## src/rtl/block_assembler.sv

```systemverilog
// Ping-pong pixel block assembler: packs a stream of RGBA pixels into
// blocks of NPIX entries and hands complete blocks downstream.
//
// Per-bank state table:
//   state        | meaning
//   BANK_EMPTY   | bank free, no pixels stored
//   BANK_FILLING | bank is the write bank and holds 1..NPIX-1 pixels
//   BANK_FULL    | block closed, waiting for the downstream stage to take it
module block_assembler #(
    parameter int          NPIX      = 32,
    parameter logic [7:0]  PAD_VALUE = 8'hFF
) (
    input  logic                        clk,
    input  logic                        rst_n,
    input  logic                        pix_valid,
    output logic                        pix_ready,
    input  logic [31:0]                 pix_data,
    input  logic                        pix_last,
    output logic                        blk_valid,
    input  logic                        blk_ready,
    output logic [NPIX-1:0][3:0][7:0]   blk_pixels,
    output logic [5:0]                  blk_count,
    output logic                        blk_last
);

    localparam int              IDX_W    = $clog2(NPIX);
    localparam logic [IDX_W-1:0] LAST_IDX = IDX_W'(NPIX - 1);

    typedef enum logic [1:0] {
        BANK_EMPTY   = 2'd0,
        BANK_FILLING = 2'd1,
        BANK_FULL    = 2'd2
    } bank_state_t;

    bank_state_t        bank_q   [2];
    bank_state_t        bank_d   [2];
    logic [5:0]         cnt_q    [2];
    logic [5:0]         cnt_d    [2];
    logic               last_q   [2];
    logic               last_d   [2];
    logic               wr_sel_q, wr_sel_d;
    logic               rd_sel_q, rd_sel_d;
    logic [IDX_W-1:0]   fill_idx_q, fill_idx_d;
    logic [31:0]        mem [2][NPIX];

    logic               accept;
    logic               drain;
    logic               close;

    // Handshakes decode from registered bank state only, so blk_ready never
    // reaches pix_ready combinationally.
    assign pix_ready = (bank_q[wr_sel_q] != BANK_FULL);
    assign blk_valid = (bank_q[rd_sel_q] == BANK_FULL);
    assign accept    = pix_valid && pix_ready;
    assign drain     = blk_valid && blk_ready;
    assign close     = accept && (pix_last || (fill_idx_q == LAST_IDX));

    assign blk_count = cnt_q[rd_sel_q];
    assign blk_last  = last_q[rd_sel_q];

    // Bank state, pointers and fill index register; reset discards everything.
    always_ff @(posedge clk or negedge rst_n) begin
        if (!rst_n) begin
            for (int b = 0; b < 2; b++) begin
                bank_q[b] <= BANK_EMPTY;
                cnt_q[b]  <= '0;
                last_q[b] <= 1'b0;
            end
            wr_sel_q   <= 1'b0;
            rd_sel_q   <= 1'b0;
            fill_idx_q <= '0;
        end else begin
            for (int b = 0; b < 2; b++) begin
                bank_q[b] <= bank_d[b];
                cnt_q[b]  <= cnt_d[b];
                last_q[b] <= last_d[b];
            end
            wr_sel_q   <= wr_sel_d;
            rd_sel_q   <= rd_sel_d;
            fill_idx_q <= fill_idx_d;
        end
    end

    // Next-state: write side and read side touch different banks, so a close
    // and a drain on the same edge update independently.
    always_comb begin
        for (int b = 0; b < 2; b++) begin
            bank_d[b] = bank_q[b];
            cnt_d[b]  = cnt_q[b];
            last_d[b] = last_q[b];
        end
        wr_sel_d   = wr_sel_q;
        rd_sel_d   = rd_sel_q;
        fill_idx_d = fill_idx_q;

        if (accept) begin
            if (close) begin
                bank_d[wr_sel_q] = BANK_FULL;
                cnt_d[wr_sel_q]  = 6'(fill_idx_q) + 6'd1;
                last_d[wr_sel_q] = pix_last;
                wr_sel_d         = ~wr_sel_q;
                fill_idx_d       = '0;
            end else begin
                bank_d[wr_sel_q] = BANK_FILLING;
                fill_idx_d       = fill_idx_q + 1'b1;
            end
        end

        if (drain) begin
            bank_d[rd_sel_q] = BANK_EMPTY;
            rd_sel_d         = ~rd_sel_q;
        end
    end

    // Pixel storage; stale entries are masked on the read side, so no reset.
    always_ff @(posedge clk) begin
        if (accept) begin
            mem[wr_sel_q][fill_idx_q] <= pix_data;
        end
    end

    // Entries beyond the block's pixel count read as padding so downstream
    // per-channel minima ignore them; a zero count pads the whole block.
    always_comb begin
        for (int i = 0; i < NPIX; i++) begin
            if (6'(i) < blk_count) begin
                blk_pixels[i] = mem[rd_sel_q][i];
            end else begin
                blk_pixels[i] = {4{PAD_VALUE}};
            end
        end
    end

endmodule

```

## config.mk

```make
export PLATFORM = sky130hd
export DESIGN_NAME = block_assembler
export DESIGN_NICKNAME = d
export VERILOG_FILES = /design/src/rtl/block_assembler.sv
export SDC_FILE = /design/constraint.sdc
export NUM_CORES = 2
export LEC_CHECK = 0
export CORE_AREA = 2 2 450 452
export DETAILED_ROUTE_END_ITERATION = 8
export DIE_AREA = 0 0 452 454
export PLACE_DENSITY = 0.62
export SYNTH_ARGS = -nofsm -noshare
export SYNTH_HDL_FRONTEND = slang
export SYNTH_SLANG_ARGS = --single-unit
```

## constraint.sdc

```tcl
create_clock -name clk -period 4 [get_ports clk]
set_clock_uncertainty 0.15 [all_clocks]
set_input_delay 0.8 -clock clk [delete_from_list [all_inputs] [get_ports clk]]
set_output_delay 0.8 -clock clk [all_outputs]
set_load 0.01 [all_outputs]
```

## Word level (Yosys, flattened, before mapping)

Memories as Yosys holds them, arrays and structs flattened.
Cells that the tools add are included.

| word-level totals | value |
|---|---|
| ROM bits | 0 |
| latch bits | 0 |
| logic and storage cells | 136 |
| RAM bits | 2048 |
| flip-flop bits (word level) | 25 |
| output and inout bits | 1033 |
| input bits | 37 |
| memories kept | 1 |

Memories:

| name | depth | bits a word | rd ports | clocked after Yosys merged registers in | wr ports | line | RTL |
|---|---|---|---|---|---|---|---|
| mem | 2 | 1024 | 1 | 0 | 1 | 44 | `logic [31:0] mem [2][NPIX];` |

| cells by class | value |
|---|---|
| equal/unequal tests | 3 |
| reductions and logical operators | 8 |
| bitwise gates (word level) | 13 |
| magnitude comparators | 38 |
| divide/modulo/power cells | 0 |
| multiply operators | 0 |
| mux-type cells | 62 |
| add/sub/neg operators | 2 |
| shift-type cells | 0 |

Operators by type and width:

| operator | number |
|---|---|
| $mux 32 | 33 |
| $mux 1024 | 1 |
| $demux 32 s5 | 1 |
| $lt 5x6->1 const A | 16 |
| $lt 4x6->1 const A | 8 |
| $lt 3x6->1 const A | 4 |
| $mux 6 | 4 |
| $mux 2 | 8 |
| $bwmux 12 | 1 |
| $lt 1x6->1 const A | 2 |
| $lt 2x6->1 const A | 2 |
| $mux 4 | 3 |
| $add 5x1->6 const B | 1 |
| $demux 6 s1 | 1 |
| $ge 6x6->1 const B | 1 |
| $logic_and 1x1->1 | 6 |
| $lt 6x1->1 const B | 1 |
| $not 5->6 | 1 |
| $add 5x1->5 const B | 1 |
| $eq 5x5->1 const B | 1 |
| $mux 1 | 5 |
| $mux 5 | 1 |
| $and 2x2->2 | 2 |
| $and 4x4->4 | 1 |
| 14 further kinds | 21 |

## Logic depth before layout (Yosys ltp)

| logic depth | value |
|---|---|
| depth after elaboration | 11 |
| depth in mapped cells | 8 |
| mapped depth without buffers | 6 |

## Worst setup path after synthesis

No wires, ideal clock.

| timing path | value |
|---|---|
| kind | input to register |
| from | in pix_valid |
| to | mem mem[0][100] (netlist name), enable pin |
| required time | 3.429 ns |
| path slack | 0.404 ns |
| setup time | 0.421 ns |
| data arrival time | 3.024 ns |
| cell stages on the path | 4 |
| cells stage by stage | clkbuf_1 > nor2b_1 > nand3_1 > nor2_1 |

| on the way | value |
|---|---|
| longest elaborated chain between the ends | 3 |

RTL lines:

| element | line | RTL |
|---|---|---|
| start: declaration | 15 | `input logic pix_valid,` |
| $logic_and 1x1->1 | 54 | `assign accept = pix_valid && pix_ready;` |
| $mux 1 | 117 | `if (accept) begin` |
| $mux 1024 (implied by the code) | 118 | `mem[wr_sel_q][fill_idx_q] <= pix_data;` |
| end: declaration | 44 |  |

Every way passes these cells.

==> results.sh <==
export IMPL_syn_area_um2=79820
export IMPL_grt_max_degree=73
export IMPL_r2r_start="wr_sel_q"
export IMPL_yosysSeqAreaShare_pct=77.83
export IMPL_detail_route_antenna_nets=0
export IMPL_setup_violations=158
export IMPL_cp_required_ns=3.05
export IMPL_layout_drive_gt1_share_pct=28.07
export IMPL_timing_rr_end="mem[0][834]"
export IMPL_violations="setup timing"
export IMPL_drt_wl_total_mm=308.1
export IMPL_io_pins=1070
export IMPL_maxCapViolations=0
export IMPL_drcViolationCount=0
export IMPL_crit_buf_inv=7
export IMPL_netlist_instances=4623
export IMPL_worstPathCellList="buf_12 -> nor3b_4 -> buf_4 -> o21ai_4 -> buf_12 -> buf_4 -> clkbuf_16 -> o21ai_4 -> buf_4 -> dlymetal6s2s_1"
export IMPL_root_buffer="clkbuf_16"
export IMPL_rsz0062_at_grt="true"
export IMPL_grt_usage_pct=28.11
export IMPL_grt_pass1_wl_mm=395.4
export IMPL_clock_sinks=2073
export IMPL_hold_path_cell_count=1
export IMPL_core_area_um2=200900
export IMPL_fmax_mhz=241.5
export IMPL_arrival_ns=3.19
export IMPL_synth_edf_count=2048
export IMPL_worst_slew_pin_slew_ns=1.252
export IMPL_crit_path_frequent_cell="buf_4"
export IMPL_period_minus_slack_ns=4.140
export IMPL_ys_types=51
export IMPL_ir_drop_mv=0.4924
export IMPL_synth_nets=4665
export IMPL_wire_per_inst_um=34.23
export IMPL_min_delay_start="pix_data[21]"
export IMPL_holdPathEnd="mem[1][565]"
export IMPL_start_util_pct=39.73
export IMPL_grt_overflow_total=0
export IMPL_critPathMaxStageDelay_ns=0.54
export IMPL_cellPowerDensity_nw_per_um2=691.6
export IMPL_startpoint_type="register"
export IMPL_crit_family="buffers and inverters"
export IMPL_finalHoldViolCount=0
export IMPL_dieArea_um2=205200
export IMPL_h_tree_depth=4
export IMPL_cts_buffers=208
export IMPL_antenna_found_initial=25
export IMPL_drt_initial_drc_count=5948
export IMPL_final_setup_tns_ns=-6.506
export IMPL_hold_ws_ns=0.3021
export IMPL_p_leak_nw=36.38
export IMPL_rows=165
export IMPL_path_class="register to output port"
export IMPL_num_vias=50810
export IMPL_min_path_type="input pin to register"
export IMPL_synth_top_flop_cell="edfxtp_1"
export IMPL_status="finished, violations left"
export IMPL_cts_clk_slew_worst_paths_ns=0.06
export IMPL_cts_hold_buf=0
export IMPL_worst_r2r_cell_count=5
export IMPL_die_y_um=454
export IMPL_slew_headroom_pct=16.53
export IMPL_place_hpwl_mm=168.3
export IMPL_gp_congestion=0.8333
export IMPL_die_w_um=452
export IMPL_reg2reg_setup_slack_ns=1.19
export IMPL_drtPass1Iterations=6
export IMPL_period_share_pct=103.5
export IMPL_syn_to_final_growth_pct=35.81
export IMPL_async_flop_share_pct=1.206
export IMPL_crit_slowest_cell="dfrtp_4"
export IMPL_synth_warnings=0
export IMPL_viasPerCell=5.645
export IMPL_crit_path_end_kind="output port"
export IMPL_io_buffers=1069
export IMPL_cp_max_fo=8
export IMPL_cts_tree="done"
export IMPL_grt_pass1_vias=47850
export IMPL_synth_ff_latch_count=2073
export IMPL_clock_latency_ns=0.85
export IMPL_nets=6184
export IMPL_synth_avg_cell_area_um2=17.27
export IMPL_setup_slack_ns=-0.1405
export IMPL_cts_path_max_buffers=3
export IMPL_maxSlewViolCount=0
[power breakdown]
part,total [W],leakage [nW],switching (W),internal (W)
Sequential,0.0246,18.7,0.000289,0.0243
Combinational,0.0308,14.3,0.0174,0.0134
Clock,0.0196,3.34,0.00854,0.0111
[cell type report]
| type | count | area (µm²) |
|---|---|---|
| fill | 15930 | 92470 |
| sequential | 2073 | 62130 |
| multi-input combinational | 2234 | 18590 |
| timing repair buffer | 1614 | 17440 |
| clock buffer | 245 | 5408 |
| tap | 2672 | 3343 |
| clock inverter | 139 | 1408 |
| inverter | 11 | 48.80 |
| antenna | 14 | 35.03 |
[per-stage QoR]
stage,util (%),std cells,worst slack (ns),power (W),area [µm²]
4_1_cts,52.82,8826,-0.3005,0.07168,106100
3_5_place_dp,47.68,8283,-0.04301,0.04786,95780
3_3_place_gp,47.68,8283,-0.003638,0.04780,95780
6_report,53.96,9002,-0.1405,0.07497,108400
2_1_floorplan,-,4623,0.4043,0.03538,79820
5_1_grt,53.95,8992,-0.3239,0.07684,108400
[state kept, by name (all words and copies together), names as in the netlist]
register    cells
fill_idx_q      5
bank_q          4
mem          2048
last_q          2
wr_sel_q        1
rd_sel_q        1
cnt_q          12
[cell usage in the layout, fill, tap and decap left out, types with 21 or more instances in the layout]
cell type	instances
edfxtp_1	2048
mux2i_1	906
clkbuf_2	298
nand2_1	282
buf_4	281
dlymetal6s2s_1	275
clkbuf_16	250
nand3_1	209
dlygate4sd2_1	163
o21ai_0	146
buf_2	131
buf_12	128
buf_6	126
o21ai_1	104
o21ai_2	86
buf_16	72
o211ai_1	67
nor2_4	52
clkinv_1	46
clkinv_2	44
clkdlybuf4s50_1	44
nand3_2	43
mux2i_2	38
nor2b_1	35
clkbuf_1	34
o22a_1	32
a211o_1	30
mux2i_4	24
dfrtp_1	24
clkdlybuf4s15_1	24
bufinv_16	21
[repair_timing]
| item | CTS | global route |
|---|---|---|
| gates resized for setup | 1662 | 1648 |
| cloned | 64 | 47 |
| pin swaps | 24 | 48 |
| setup endpoints to repair | 992 | 920 |
| buffers inserted | 97 | 127 |
[synthesized netlist by cell type (4+ instances only)]
library cell	instances	area (µm²)
a211o_1	32	280.3
a21oi_1	5	25.02
buf_1	10	37.54
buf_2	95	475.5
buf_6	5	56.30
clkbuf_1	195	732.0
dfrtp_1	25	625.6
edfxtp_1	2048	61500
ha_1	5	62.56
inv_1	10	37.54
mux2_2	15	168.9
mux2i_1	968	9689
nand2_1	297	1115
nand2b_1	6	37.54
nand3_1	272	1361
nand3b_1	9	67.56
nand4_1	6	37.54
nor2_1	72	270.3
nor2b_1	35	219.0
nor3_1	5	25.02
nor3_2	4	40.04
nor3b_1	4	30.03
o211ai_1	67	503.0
o21ai_0	346	1732
o21ai_1	10	50.05
o22a_1	32	280.3
or3_1	6	37.54
[logic make-up (layout without fill, tap and decap cells)]
| group | count (synthesis) | in the layout | synth area share, % |
|---|---|---|---|
| and+or+nand+nor | 728 | 728 | 4.189 |
| xor gates and xnor gates | 2 | 2 | 0.02195 |
| DFF | 2073 | 2073 | 77.83 |
| other | 0 | 14 | 0 |
| muxes | 983 | 983 | 12.35 |
| buffers and inverters | 316 | 2009 | 1.682 |
| AOI/OAI and AO/OA | 516 | 516 | 3.844 |
| adders and majority gates | 5 | 5 | 0.07838 |
[worst max-delay path by stage]
stage / start / end / slack (ns) / cells past startpoint
final: rd_sel_q / blk_pixels[152] / -0.14 / 10
after global routing: rd_sel_q / blk_pixels[3] / -0.32 / 9
after CTS: rd_sel_q / blk_pixels[9] / -0.30 / 9
after detailed placement: rd_sel_q / blk_pixels[152] / -0.04 / 8
after global placement: rd_sel_q / blk_pixels[152] / -0.004 / 8
after floorplan: pix_valid / mem[0][100] / 0.40 / 4
[worst reg2reg max path: stages (launching register included)]
cell     delay, ns
dfrtp_1       0.47
nor2b_1       0.44
nand3_2       0.41
buf_4         0.32
nor2_4        0.08
buf_4         0.46
[metal layers]
metal  GRT usage [%]  routed length, µm  share of wire (%)  vias to the layer above
met2           45.17             148000                 48                     2964
met4           15.02              17480                5.7                        0
met1           36.23             116300                 38                    26200
li1                -                  -                  -                    21080
met5               0                  0                  0                        -
met3           5.331              26310                8.5                      562
(Power assumes the default switching activity.)
